<file path="src/rtl/bin2dec_pkg.sv">
// Shared types and constants for the binary-to-BCD (Bi2Dec) path.
package bin2dec_pkg;
  typedef enum logic [1:0] {IDLE, DIV, DONE} state_t;
  localparam int BCD_W = 4;
  localparam int SUB_W = 9;
  localparam logic [8:0] TEN = 9'd10;
endpackage

</file>
<file path="src/rtl/fs_9.sv">
// 9-bit ripple subtractor: out = a - b - cin, cout is the final borrow.
module FS_9 (
  input  logic [8:0] a,
  input  logic [8:0] b,
  input  logic       cin,
  output logic [8:0] out,
  output logic       cout
);
  logic [9:0] brw;

  assign brw[0] = cin;
  for (genvar i = 0; i < 9; i++) begin : g_cell
    assign out[i]   = a[i] ^ b[i] ^ brw[i];
    assign brw[i+1] = (~a[i] & b[i]) | (~(a[i] ^ b[i]) & brw[i]);
  end
  assign cout = brw[9];
endmodule

</file>
<file path="src/rtl/bin2bcd_div10.sv">
// Sequential binary-to-BCD converter: repeated restoring divide-by-ten,
// one quotient bit per clock, remainders shifted in as BCD digits.
module bin2bcd_div10
  import bin2dec_pkg::*;
#(
  parameter int DATA_WIDTH = 16,
  parameter int DIGITS     = 5
) (
  input  logic                      clk,
  input  logic                      rst,
  input  logic                      in_valid,
  output logic                      in_ready,
  input  logic [DATA_WIDTH-1:0]     bin_in,
  output logic                      out_valid,
  input  logic                      out_ready,
  output logic [BCD_W*DIGITS-1:0]   bcd,
  output logic                      ovf
);
  localparam int CW = (DATA_WIDTH > 1) ? $clog2(DATA_WIDTH) : 1;
  localparam int DW = $clog2(DIGITS + 1);

  state_t                state, state_nxt;
  logic [DATA_WIDTH-1:0] w, w_next;
  logic [BCD_W-1:0]      rem, rem_next;
  logic [CW-1:0]         bit_cnt;
  logic [DW-1:0]         dig_cnt;
  logic [4:0]            r5;
  logic [SUB_W-1:0]      sub_a, diff;
  logic                  borrow, last_bit, last_dig;
  logic                  unused_hi;

  assign r5    = {rem, w[DATA_WIDTH-1]};
  assign sub_a = {{(SUB_W-5){1'b0}}, r5};

  FS_9 u_fs (
    .a    (sub_a),
    .b    (TEN),
    .cin  (1'b0),
    .out  (diff),
    .cout (borrow)
  );

  // borrow means r5 < 10: keep the partial remainder, quotient bit is 0
  assign rem_next  = borrow ? r5[3:0] : diff[3:0];
  assign w_next    = {w[DATA_WIDTH-2:0], ~borrow};
  assign last_bit  = (bit_cnt == CW'(DATA_WIDTH - 1));
  assign last_dig  = (dig_cnt == DW'(DIGITS - 1));
  assign unused_hi = &{1'b0, diff[8:4]};

  assign in_ready  = (state == IDLE);
  assign out_valid = (state == DONE);

  always_ff @(posedge clk) begin
    if (rst) state <= IDLE;
    else     state <= state_nxt;
  end

  always_comb begin
    state_nxt = state;
    case (state)
      IDLE:    if (in_valid)            state_nxt = DIV;
      DIV:     if (last_bit && last_dig) state_nxt = DONE;
      DONE:    if (out_ready)           state_nxt = IDLE;
      default:                          state_nxt = IDLE;
    endcase
  end

  always_ff @(posedge clk) begin
    if (rst) begin
      w       <= '0;
      rem     <= '0;
      bit_cnt <= '0;
      dig_cnt <= '0;
      bcd     <= '0;
      ovf     <= 1'b0;
    end else begin
      case (state)
        IDLE: if (in_valid) begin
          w       <= bin_in;
          rem     <= '0;
          bit_cnt <= '0;
          dig_cnt <= '0;
          bcd     <= '0;
          ovf     <= 1'b0;
        end
        DIV: begin
          w <= w_next;
          if (last_bit) begin
            // w now holds the quotient and becomes the next dividend
            bcd     <= {rem_next, bcd[BCD_W*DIGITS-1:BCD_W]};
            rem     <= '0;
            bit_cnt <= '0;
            dig_cnt <= dig_cnt + 1'b1;
            if (last_dig) ovf <= |w_next;
          end else begin
            rem     <= rem_next;
            bit_cnt <= bit_cnt + 1'b1;
          end
        end
        default: ;
      endcase
    end
  end
endmodule

</file>
<file path="config.mk">
export PLATFORM = sky130hd
export DESIGN_NAME = bin2bcd_div10
export DESIGN_NICKNAME = d
export VERILOG_FILES = /design/src/rtl/bin2dec_pkg.sv /design/src/rtl/fs_9.sv /design/src/rtl/bin2bcd_div10.sv
export SDC_FILE = /design/constraint.sdc
export NUM_CORES = 1
export LEC_CHECK = 0
export ABC_AREA = 1
export CAP_MARGIN = 30
export CORE_MARGIN = 4
export CORE_UTILIZATION = 45
export CTS_CLUSTER_SIZE = 16
export DETAILED_ROUTE_END_ITERATION = 12
export GPL_TIMING_DRIVEN = 0
export PLACE_DENSITY = 0.78
export REMOVE_ABC_BUFFERS = 1
export SETUP_SLACK_MARGIN = 0.15
export SYNTH_ARGS = -nofsm -noshare
export SYNTH_HDL_FRONTEND = slang
export SYNTH_HIERARCHICAL = 1
export SYNTH_SLANG_ARGS = --single-unit
export TNS_END_PERCENT = 1
</file>
<file path="constraint.sdc">
create_clock -name clk -period 3.95 [get_ports clk]
set_input_delay 0.5925 -clock clk [delete_from_list [all_inputs] [get_ports clk]]
set_output_delay 0.5925 -clock clk [all_outputs]
set_load 0.01 [all_outputs]
</file>
## After elaboration in Yosys (flattened, before gate mapping)

Index checks and enable logic that the tools add are counted.

- Register bits: 50
- Bits of input ports: 20

- $add $sub $neg: 2
- Equal/unequal tests: 9
- Muxes and demuxes: 22
- Bitwise logic cells: 11
- Reduce and logical (&&, ||, !) cells: 8

Operator list:

| cell | count |
|---|---|
| $mux 20 | 2 |
| $pmux 20 s2 | 1 |
| $pmux 16 s2 | 1 |
| $mux 16 | 1 |
| $mux 4 | 4 |
| $pmux 4 s2 | 2 |
| $reduce_or 16->1 | 1 |
| $ne 2x2->1 const B | 4 |
| $mux 2 | 3 |
| $mux 3 | 2 |
| $pmux 2 s3 | 1 |
| $pmux 3 s2 | 1 |
| $reduce_and 3->1 | 2 |
| $not 1->1 | 5 |
| $add 4x1->4 const B | 1 |
| $eq 4x4->1 const B | 1 |
| $reduce_and 4->1 | 1 |
| $add 3x1->3 const B | 1 |
| $and 1x1->1 | 3 |
| $eq 3x3->1 const B | 1 |
| $mux 1 | 3 |
| $eq 2x1->1 const B | 1 |
| $eq 2x2->1 const B | 1 |
| $logic_not 2->1 | 1 |
| other kinds (7) | 8 |

## Depth between registers and ports, before layout

Gate-level depths: netlist (run 1).

- Word-level depth: 10
- Gate-level depth with buffers: 20
- Gate-level depth less buffers: 20

## Cells and area by module

The synthesis (run 1) kept the hierarchy.

By module, submodules not included:

| module | instances | cells an instance | area each (um^2) |
|---|---|---|---|
| bin2bcd_div10 | 1 | 291 | 2,207.1 |
| FS_9 | 1 | 29 | 255.2 |

## Worst setup path after synthesis (run 1)

OpenSTA, ideal clock, no wires.

- Path kind: register -> register
- From: register rem[0]
- To: register bcd[17]
- Library setup time: 0.070 ns
- Arrival time: 3.842 ns
- Required time: 3.880 ns
- Path slack: 0.038 ns
- Stages on the path, launching flop included: 17
- Buffers on the path: 0
- Path through: dfxtp_1 > inv_1 > fa_1 > fa_1 > fa_1 > fa_1 > fa_1 > fa_1 > fa_1 > inv_1 > fa_1 > inv_1 > inv_1 > nand2_1 > a21oi_1 > nand2_1 > a21oi_1

- Cells in the longest elaborated chain, start to end: 8

RTL lines:

| element | line | RTL |
|---|---|---|
| start, declared | bin2bcd_div10.sv:24 | `logic [BCD_W-1:0] rem, rem_next;` |
| start signal, assigned | bin2bcd_div10.sv:96 | `rem <= rem_next;` |
| $not 1->1 | fs_9.sv:14 | `assign brw[i+1] = (~a[i] & b[i]) \| (~(a[i] ^ b[i]) & brw[i]);` |
| $and 1x1->1 (2 in series) | fs_9.sv:14 |  |
| $or 1x1->1 | fs_9.sv:14 |  |
| $and 1x1->1 | fs_9.sv:14 |  |
| named net borrow | bin2bcd_div10.sv:29 | `logic borrow, last_bit, last_dig;` |
| $mux 4 | bin2bcd_div10.sv:44 | `assign rem_next = borrow ? r5[3:0] : diff[3:0];` |
| $mux 20 | bin2bcd_div10.sv:88 | `if (last_bit) begin` |
| $pmux 20 s2 | bin2bcd_div10.sv:77 | `case (state)` |
| end signal, assigned | bin2bcd_div10.sv:90 | `bcd <= {rem_next, bcd[BCD_W*DIGITS-1:BCD_W]};` |
| end, declared | bin2bcd_div10.sv:16 | `output logic [BCD_W*DIGITS-1:0] bcd,` |

The timed path passes the listed nets, and every way through them passes these cells. The select of a mux whose other input is x is not followed.
A chain may end at the register's enable or synchronous reset.

## Worst setup path after layout (run 1)

- From: register rem[0]
- To: register rem[1]

- Cells in the longest elaborated chain, start to end: 8

RTL lines:

| element | line |
|---|---|
| $not 1->1 | fs_9.sv:14 |
| $and 1x1->1 (2 in series) | fs_9.sv:14 |
| $or 1x1->1 | fs_9.sv:14 |
| $and 1x1->1 | fs_9.sv:14 |
| named net borrow | bin2bcd_div10.sv:29 |
| $mux 4 | bin2bcd_div10.sv:44 |
| $mux 4 | bin2bcd_div10.sv:88 |
| $pmux 4 s2 | bin2bcd_div10.sv:77 |

The timed path passes the listed nets, and every way through them passes these cells.

==> out/qor.csv, run 1 <==
metric,value,unit
outcome,"finished, final reports clean",
diodes,0,
cts.sink_count,50,
clockRootBuffer,clkbuf_8,
crit_slowest_cell,fa_2,
grt_usage,15.8,%
p_total,1.09,mW
start_util,47.0,%
area_delta_synth_final,28.2,%
peakVddDrop,0.000153,V
routedWlPerCell,11.4,um
final_net_count,398,
worstSetupPathType,reg2reg,
first_iter_violations,161,
path_cells,"inv_2, fa_2, fa_2, fa_2, fa_2, fa_2, fa_2, fa_2, inv_2, fa_2, inv_4, inv_4, nand2_1, a21oi_2, nand2_1, a21oi_2",
grt_max_degree,34,
post_route_cells_drive_above_1_share,12.0,%
dieWidth,81.7,um
cp-end-kind,flop,
cp.required,4.18,ns
postRouteAntennaNets,0,
fmax,0.267,GHz
hold_viol_final,0,
power.density,346,nW/um^2
globalplace.congestion,0.780,
grt_pass1_vias,1974,
rsz0062_at_grt,true,
vias,2149,
arrival,3.97,ns
overflow,0,
io_pins,43,
clockPowerShare,33.1,%
finalClockSkew,0.00948,ns
max_stage_delay,0.38,ns
switching_share,26.7,%
port_buffers,42,
core,5200,sq um
syn_inst,316,
fin_area,3140,sq um
die_y,81.7,um
fin_crit,3.74,ns
antenna_found_initial,0,
grt_pass1_wl,8.48,mm
p_switching,0.289,mW
yosysWarnings,6,
viasPerCell,4.92,
cts.clk_slew.worst_paths,0.09,ns
drcViolationCount,0,
p_leak,1.31,nW
cpMostUsedCell,fa_2,
cts_buffers,5,
cap_violations,0,
postRouteWirelength,4.96,mm
critPathBufInv,4,
num_rows,26,
drtPass1Iterations,4,
drv_slew,0,
seqPwrFrac,50.3,%
path_delay_family,adder cells,
clkLatencyLatePin,0.30,ns
clockBufferDepth,2,
htreeDepth,2,
setup_viol,0,
finalCritPeriodShare,94.7,%
synth_area,2450,sq um
path_max_fanout,6,
die-area,6680,sq um
p_comb_share,16.6,%
relSlewSlack,36.4,%
dpl-instance-area,2930,sq um
worstSetupStartpointType,flop,
internal-power,0.796,mW
dp_hpwl,3.33,mm
hp-class,reg2reg,
tightest_slew,0.952,ns
postSynthAreaPerCell,7.74,sq um
ctsHoldBuffers,0,
cts_tree,done,
-- power by group through the flow --
stage / Combinational (mW) / Clock (mW) / Sequential (mW)
finish: 0.180 / 0.360 / 0.546
global route: 0.203 / 0.394 / 0.549
CTS: 0.168 / 0.370 / 0.546
detailed placement: 0.160 / 0 / 0.557
global placement: 0.156 / 0 / 0.556
floorplan: 0.106 / 0 / 0.554
-- layout make-up --
cell class / instances / area, sq um
fill: 460 / 2070
tap: 70 / 87.6
clock inverter: 3 / 43.8
clock buffer: 5 / 68.8
inverter: 27 / 106
sequential: 50 / 1000
timing repair buffer: 46 / 478
multi-input combinational: 236 / 1350
-- per-layer routing --
| metal | routed length [um] | vias up | GRT usage (%) |
|---|---|---|---|
| met5 | 0 | - | 0 |
| met4 | 46 | 0 | 4.98 |
| met3 | 186 | 4 | 2.63 |
| met2 | 2570 | 41 | 27.7 |
| met1 | 2160 | 1001 | 19.8 |
| li1 | - | 1103 | - |
-- through the flow --
| stage | hold slack, ns | setup WS (ns) | utilization [%] | instances | TNS (ns) |
|---|---|---|---|---|---|
| global route | 0.506 | 0.0430 | 60.3 | 437 | 0 |
| finish | 0.469 | 0.208 | 60.3 | 437 | 0 |
| CTS | 0.468 | 0.139 | 59.2 | 435 | 0 |
| global placement | 0.450 | -0.230 | 56.0 | 425 | -1.70 |
| detailed placement | 0.453 | -0.232 | 56.3 | 426 | -1.79 |
| floorplan | 0.435 | 0.0364 | - | 313 | 0 |
-- worst paths after layout --
path / endpoint / cells past startpoint / startpoint / slack (ns)
worst min-delay path: bcd[2]$_SDFFE_PP0P_ / 2 / bcd[2]$_SDFFE_PP0P_ / 0.47
worst max-delay path: rem[1]$_SDFFE_PP0P_ / 16 / rem[0]$_SDFFE_PP0P_ / 0.21
worst min register to register: bcd[2]$_SDFFE_PP0P_ / 2 / bcd[2]$_SDFFE_PP0P_ / 0.47
worst max register to register: rem[1]$_SDFFE_PP0P_ / 16 / rem[0]$_SDFFE_PP0P_ / 0.21
-- cells in the final DEF, fill, tap and decap left out, types with 5 or more instances in the layout --
cell type	n
inv_1	20
inv_2	5
conb_1	14
dfxtp_1	49
nand2_1	108
clkdlybuf4s50_1	42
a21oi_1	29
clkbuf_8	5
nor2_1	11
fa_2	8
o211a_1	15
a21oi_2	6
nand3_1	22
-- state kept, by name, summed over array words and instances (netlist names) --
| signal | flops |
|---|---|
| ovf | 1 |
| rem | 4 |
| bcd | 20 |
| dig_cnt | 3 |
| w | 16 |
| state | 2 |
| bit_cnt | 4 |
-- worst reg2reg max path: cells and delay by family (launching register included) --
family,cells,cell delay (ns)
fa+ha+maj,8,2.65
flops,1,0.35
compound gates,2,0.29
buf+inv,4,0.23
simple gates,2,0.16
-- what timing repair did --
action                     4_1_cts  5_1_grt
setup buffers                    1        1
pin swaps                        2        9
setup endpoints to repair       10       10
gates resized for setup         14        9
Power figures use the tool's default switching activity.
==> run 2: changes to the inputs <==
PLACE_DENSITY = 0.8   (was 0.78)
SYNTH_HIERARCHICAL = default   (was 1)
==> run 2 against run 1 <==
Against the previous run: area after synthesis down 9.5%; global-route usage is 0.61 points lower; cell count fell by 8.0%; worst hold slack worse by 0.00067 ns; largest cell class is now flip-flops and latches; critical path depth down 13; highest routed layer unchanged; sequential share of layout area increased by 4.6 points; power fell by 5.0%.
==> out/qor.csv, run 2 <==
metric,value,unit,change
dp_hpwl,3.13,mm,-6.1%
die-area,6110,sq um,-8.6%
seqPwrFrac,52.2,%,+1.9 points
final_util,57.6,%,-2.6 points
yosysTopAreaCell,dfxtp_1,,
hp-class,reg2reg,,
yosysUniqueCellTypes,25,,
postRouteWirelength,4.53,mm,-8.7%
clockPowerShare,34.7,%,+1.6 points
num_rows,25,,-3.8%
vias,1941,,-9.7%
mostFrequentLayoutCells,"85 x nand2_1, 50 x dfxtp_1, 47 x a21oi_1, 42 x clkdlybuf4s50_1, 26 x inv_1",,
path_max_fanout,3,,-3
drcViolationCount,0,,unchanged
top_regs,"bcd x20, w x16",,
drtPass1Iterations,4,,unchanged
synthArstFlopShare,0,%,
overflow,0,,unchanged
rsz0062_at_grt,false,,
port_buffers,42,,unchanged
synth.yosys.seq_area_share,45.2,%,
hold_ws,0.468,ns,-0.000674 ns
routedWlPerCell,11.3,um,-0.78%
synth_area,2220,sq um,-9.5%
cts_tree,done,,
dieWidth,78.2,um,-4.4%
postSynthAreaPerCell,7.41,sq um,-4.3%
grt_usage,15.2,%,-0.61 points
cts_buffers,5,,unchanged
grt_pass1_wl,7.63,mm,-10%
fmax,0.486,GHz,+82%
core,4750,sq um,-8.7%
cp.required,3.36,ns,-0.82 ns
grt_max_degree,35,,+2.9%
drv_slew,0,,unchanged
worstSetupPathType,reg2out,,
die_y,78.2,um,-4.4%
clkLatencyLatePin,0.30,ns,about the same
antenna_found_initial,0,,unchanged
ctsHoldBuffers,0,,unchanged
postCtsSetupBuffers,0,,-1
post_route_cells_drive_above_1_share,6.27,%,-5.7 points
switching_share,25.6,%,-1.1 points
fin_cells,402,,-8.0%
fillCellCount,431,,-6.3%
p_switching,0.264,mW,-8.8%
clockBufferDepth,2,,unchanged
viasPerCell,4.83,,-1.8%
power.density,376,nW/um^2,+8.8%
p_comb_share,13.1,%,-3.5 points
fin_crit,2.06,ns,-1.68 ns
globalplace.congestion,0.742,,-4.9%
finalCritPeriodShare,52.1,%,-43 points
outcome,"finished, final reports clean",,
diodes,0,,unchanged
grt_pass1_vias,1805,,-8.6%
area_delta_synth_final,23.7,%,
yosysMostFrequentCell,nand2_1,,
fin_tns_setup,0,ns,unchanged
finalClockSkew,0.00722,ns,-0.00226 ns
peakVddDrop,0.000180,V,+17%
cap_violations,0,,unchanged
synthTopCellsByCount,"85 x nand2_1, 50 x dfxtp_1, 47 x a21oi_1",,
synth_area_leaders,"dfxtp_1 45%, nand2_1 14%, a21oi_1 11%",,
synthFlopType,dfxtp_1,,
synth_edf_count,0,,
place_inst,394,,-7.5%
largest-register,bcd,,
htreeDepth,2,,unchanged
ys_ff_latch,50,,
internal-power,0.767,mW,-3.6%
largest_reg_flops,20,,unchanged
io_pins,43,,unchanged
yosys.area.top_type_share,45.2,%,
setup_viol,0,,unchanged
hold_viol_final,0,,unchanged
syn_inst,299,,-5.4%
cp-end-kind,primary output,,
relSlewSlack,62.4,%,+26 points
yosysWarnings,0,,-6
tightest_slew,0.562,ns,-0.390 ns
p_total,1.03,mW,-5.0%
first_iter_violations,91,,-43%
cts.sink_count,50,,unchanged
clockRootBuffer,clkbuf_8,,
start_util,46.6,%,-0.41 points
layout_commonest_cell,nand2_1,,
cts.clk_slew.worst_paths,0.09,ns,about the same
cts_resized,0,,-14
arrival,1.47,ns,-2.50 ns
postRouteAntennaNets,0,,unchanged
p_leak,1.01,nW,-23%
final_net_count,359,,-9.8%
worstSetupStartpointType,flop,,
## run 2: worst max-delay path: stages (launching register included)
cell and delay (ns):
dfxtp_1 0.43, inv_2 0.08, nor2_1 0.12, clkdlybuf4s50_1 0.55
## run 2: logic make-up (layout without fill, tap and decap cells)
| kind of cell | count (synthesis) | in the layout | share of synthesized area [%] |
|---|---|---|---|
| adders and majority gates | 5 | 5 | 2.82 |
| and+or+nand+nor | 111 | 111 | 21.4 |
| buffers and inverters | 44 | 80 | 9.77 |
| AOI/OAI and AO/OA | 87 | 87 | 20.0 |
| xor gates and xnor gates | 2 | 2 | 0.791 |
| DFF | 50 | 50 | 45.2 |
## run 2: per-layer routing
layer | share of wire (%) | global-route usage, % | vias to the layer above | routed length [um]
met5 | 0 | 0 | - | 0
li1 | - | - | 1034 | -
met3 | 3.1 | 3.90 | 7 | 141
met2 | 52 | 27.5 | 32 | 2380
met1 | 43 | 17.3 | 868 | 1940
met4 | 1.5 | 5.24 | 0 | 68
## run 2: power groups by stage
stage	logic, mW	clock network, mW	registers, mW
6_report	0.135	0.358	0.538
5_1_grt	0.153	0.386	0.541
4_1_cts	0.135	0.365	0.539
3_5_place_dp	0.133	0	0.550
3_3_place_gp	0.130	0	0.549
2_1_floorplan	0.0856	0	0.547
## run 2: path summary, 6_finish.rpt
check | from | to | slack (ns) | cells after the start
setup / recovery | state[1]$_SDFFE_PP0P_ | out_valid | 1.89 | 3
hold / removal | bcd[2]$_SDFFE_PP0P_ | bcd[2]$_SDFFE_PP0P_ | 0.47 | 2
setup reg to reg | rem[0]$_SDFFE_PP0P_ | ovf$_SDFFE_PP0P_ | 2.23 | 10
hold reg to reg | bcd[2]$_SDFFE_PP0P_ | bcd[2]$_SDFFE_PP0P_ | 0.47 | 2
## run 2: layout make-up
cell class	count	area, sq um	share of cell area, %
clock buffers	6	72.6	2.65
clock inverters	2	37.5	1.37
inverters	29	111	4.06
multi-input cells	205	998	36.4
flip-flops and latches	50	1000	36.5
well taps	67	83.8	3.06
repair buffers	43	435	15.9
## run 2: per-stage QoR
| step | cell area, sq um | setup WS, ns |
|---|---|---|
| after floorplan | 2110 | 2.56 |
| after global placement | 2620 | 1.12 |
| after detailed placement | 2630 | 1.72 |
| after CTS | 2740 | 1.88 |
| after global routing | 2740 | 1.81 |
| final | 2740 | 1.89 |
==> run 3: changes to the inputs <==
clock period = 1.6 ns   (was 3.95 ns; I/O delays follow)
==> run 3 against run 2 <==
Against the previous run: cell area grew 3.6%; global-route usage up 0.36 points; clock power increased by 150%; setup slack worse by 1.7 ns; largest power group unchanged; routed wire length is 8.3% higher; critical endpoint is now ovf.
==> out/qor.csv, run 3 (synthesis results as in run 2) <==
metric,value,unit,change
antenna_found_initial,0,,unchanged
grt_pass1_wl,7.78,mm,+2.0%
p_leak,1.12,nW,+10%
arrival,1.21,ns,-0.26 ns
postRouteAntennaNets,0,,unchanged
power.density,908,nW/um^2,+140%
start_util,46.6,%,unchanged
clockRootBuffer,clkbuf_8,,
worst_slack,0.148,ns,-1.74 ns
ff2ff_path_depth,10,,unchanged
routed-wl-met2,2.57,mm,+8.2%
endpoint,ovf,,
outcome,"finished, final reports clean",,
overflow,0,,unchanged
regToRegEndpoint,ovf$_SDFFE_PP0P_,,
largest-register,bcd,,
r2r_slack,0.15,ns,-2.08 ns
mostFrequentLayoutCells,"85 x nand2_1, 47 x a21oi_1, 44 x dfxtp_1, 25 x o21ai_0, 23 x clkdlybuf4s50_1",,
cts_buffers,5,,unchanged
peakVddDrop,0.000445,V,+150%
path_max_fanout,2,,-1
routedWlPerCell,12.1,um,+7.2%
die_y,78.2,um,unchanged
p_switching,0.674,mW,+160%
num_rows,25,,unchanged
post_route_cells_drive_above_1_share,12.1,%,+5.8 points
tightest_slew,0.725,ns,+0.163 ns
regToRegStartpoint,rem[1]$_SDFFE_PP0P_,,
wl_met3,168,um,+19%
diodes,0,,unchanged
crit_cells,1,,-2
max_stage_delay,0.55,ns,about the same
finalClockSkew,0.00872,ns,+0.00150 ns
wl_met1,2.09,mm,+7.7%
grt_usage,15.6,%,+0.36 points
fmax,0.689,GHz,
cts.clk_slew.worst_paths,0.09,ns,about the same
hp-class,reg2reg,,
place_ws,-0.280,ns,-2.00 ns
path_delay_family,buffers and inverters,,
cp.required,1.36,ns,-2.00 ns
drv_slew,0,,unchanged
relSlewSlack,51.6,%,-11 points
switching_share,26.1,%,+0.52 points
place_inst,394,,unchanged
ctsHoldBuffers,0,,unchanged
p_comb_share,13.8,%,+0.7 points
first_iter_violations,134,,+47%
drcViolationCount,0,,unchanged
fin_crit,1.45,ns,
globalplace.congestion,0.742,,unchanged
final_net_count,363,,+1.1%
hold_viol_final,0,,unchanged
worstSetupStartpointType,flop,,
cap_violations,0,,unchanged
dp_hpwl,3.13,mm,unchanged
area_delta_synth_final,28.1,%,
vias,2012,,+3.7%
largest_reg_flops,20,,unchanged
clockPowerShare,34.4,%,-0.3 points
critPathBufInv,1,,-1
internal-power,1.90,mW,+150%
cts.sink_count,50,,unchanged
crit_start,ovf$_SDFFE_PP0P_,,
core,4750,sq um,unchanged
htreeDepth,2,,unchanged
cp-end-kind,primary output,,
clockBufferDepth,2,,unchanged
drtPass1Iterations,4,,unchanged
viasPerCell,4.96,,+2.6%
crit_slowest_cell,clkdlybuf4s50_1,,
dieWidth,78.2,um,unchanged
worstSetupPathType,reg2out,,
finalCritPeriodShare,90.8,%,
postRouteWirelength,4.90,mm,+8.3%
die-area,6110,sq um,unchanged
fin_cells,406,,+1.0%
routed.top_layer,met4,,
port_buffers,42,,unchanged
top_regs,"bcd x20, w x16",,
clkLatencyLatePin,0.30,ns,about the same
grt_pass1_vias,1833,,+1.6%
p_total,2.58,mW,+150%
setup_viol,0,,unchanged
grt_max_degree,35,,unchanged
seqPwrFrac,51.8,%,-0.4 points
path_cells,clkdlybuf4s50_1,,
layout_commonest_cell,nand2_1,,
io_pins,43,,unchanged
rsz0062_at_grt,true,,
cts_tree,done,,
-- run 3: metrics by stage --
step | area (sq um) | hold WS [ns] | utilization [%] | TNS (ns)
finish | 2840 | 0.469 | 59.7 | 0
global route | 2840 | 0.497 | 59.7 | 0
CTS | 2760 | 0.470 | 58.1 | 0
detailed placement | 2630 | 0.454 | 55.3 | -5.00
global placement | 2620 | 0.449 | 55.0 | -20.35
floorplan | 2110 | 0.309 | - | 0
-- run 3: power by group through the flow --
stage,combinational [mW],sequential (mW),clock [mW]
5_1_grt,0.402,1.34,0.953
3_3_place_gp,0.320,1.36,0
4_1_cts,0.336,1.34,0.901
3_5_place_dp,0.329,1.36,0
2_1_floorplan,0.211,1.35,0
6_report,0.357,1.34,0.886
-- run 3: tightest hold or removal path, cell delays in order, from the launching register on --
cell and delay (ns):
dfxtp_1 0.32, nand2_1 0.06, a21oi_1 0.05
-- run 3: worst min path at each step --
stage                     slack (ns)                   to  cells after the start                start
final                           0.47  bcd[3]$_SDFFE_PP0P_                      2  bcd[3]$_SDFFE_PP0P_
after global placement          0.45  rem[0]$_SDFFE_PP0P_                      2  rem[0]$_SDFFE_PP0P_
after global routing            0.50    w[5]$_SDFFE_PP0P_                      2    w[5]$_SDFFE_PP0P_
after detailed placement        0.45  rem[0]$_SDFFE_PP0P_                      2  rem[0]$_SDFFE_PP0P_
after CTS                       0.47  bcd[2]$_SDFFE_PP0P_                      2  bcd[2]$_SDFFE_PP0P_
after floorplan                 0.31  bcd[0]$_SDFFE_PP0P_                      1                  rst
-- run 3: repair_timing --
| action | in CTS | in global routing |
|---|---|---|
| setup buffers | 0 | 2 |
| setup endpoints to repair | 68 | 52 |
| gates resized for setup | 30 | 16 |
| pin swaps | 3 | 5 |
| gates cloned | 0 | 2 |
-- run 3: area by class of cell --
class / count / area, sq um
Timing Repair inverter: 1 / 7.51
Timing Repair Buffer: 45 / 430
Clock inverter: 2 / 37.5
Multi-Input combinational cell: 206 / 1080
Inverter: 29 / 120
Fill cell: 421 / 1920
Clock buffer: 6 / 72.6
Tap cell: 67 / 83.8
Sequential cell: 50 / 1010
-- run 3: layer usage --
layer  up-vias  track usage [%]
li1       1048                -
met1       925             17.5
met2        30             28.5
met3         9             3.90
met4         0             5.24
met5         -                0
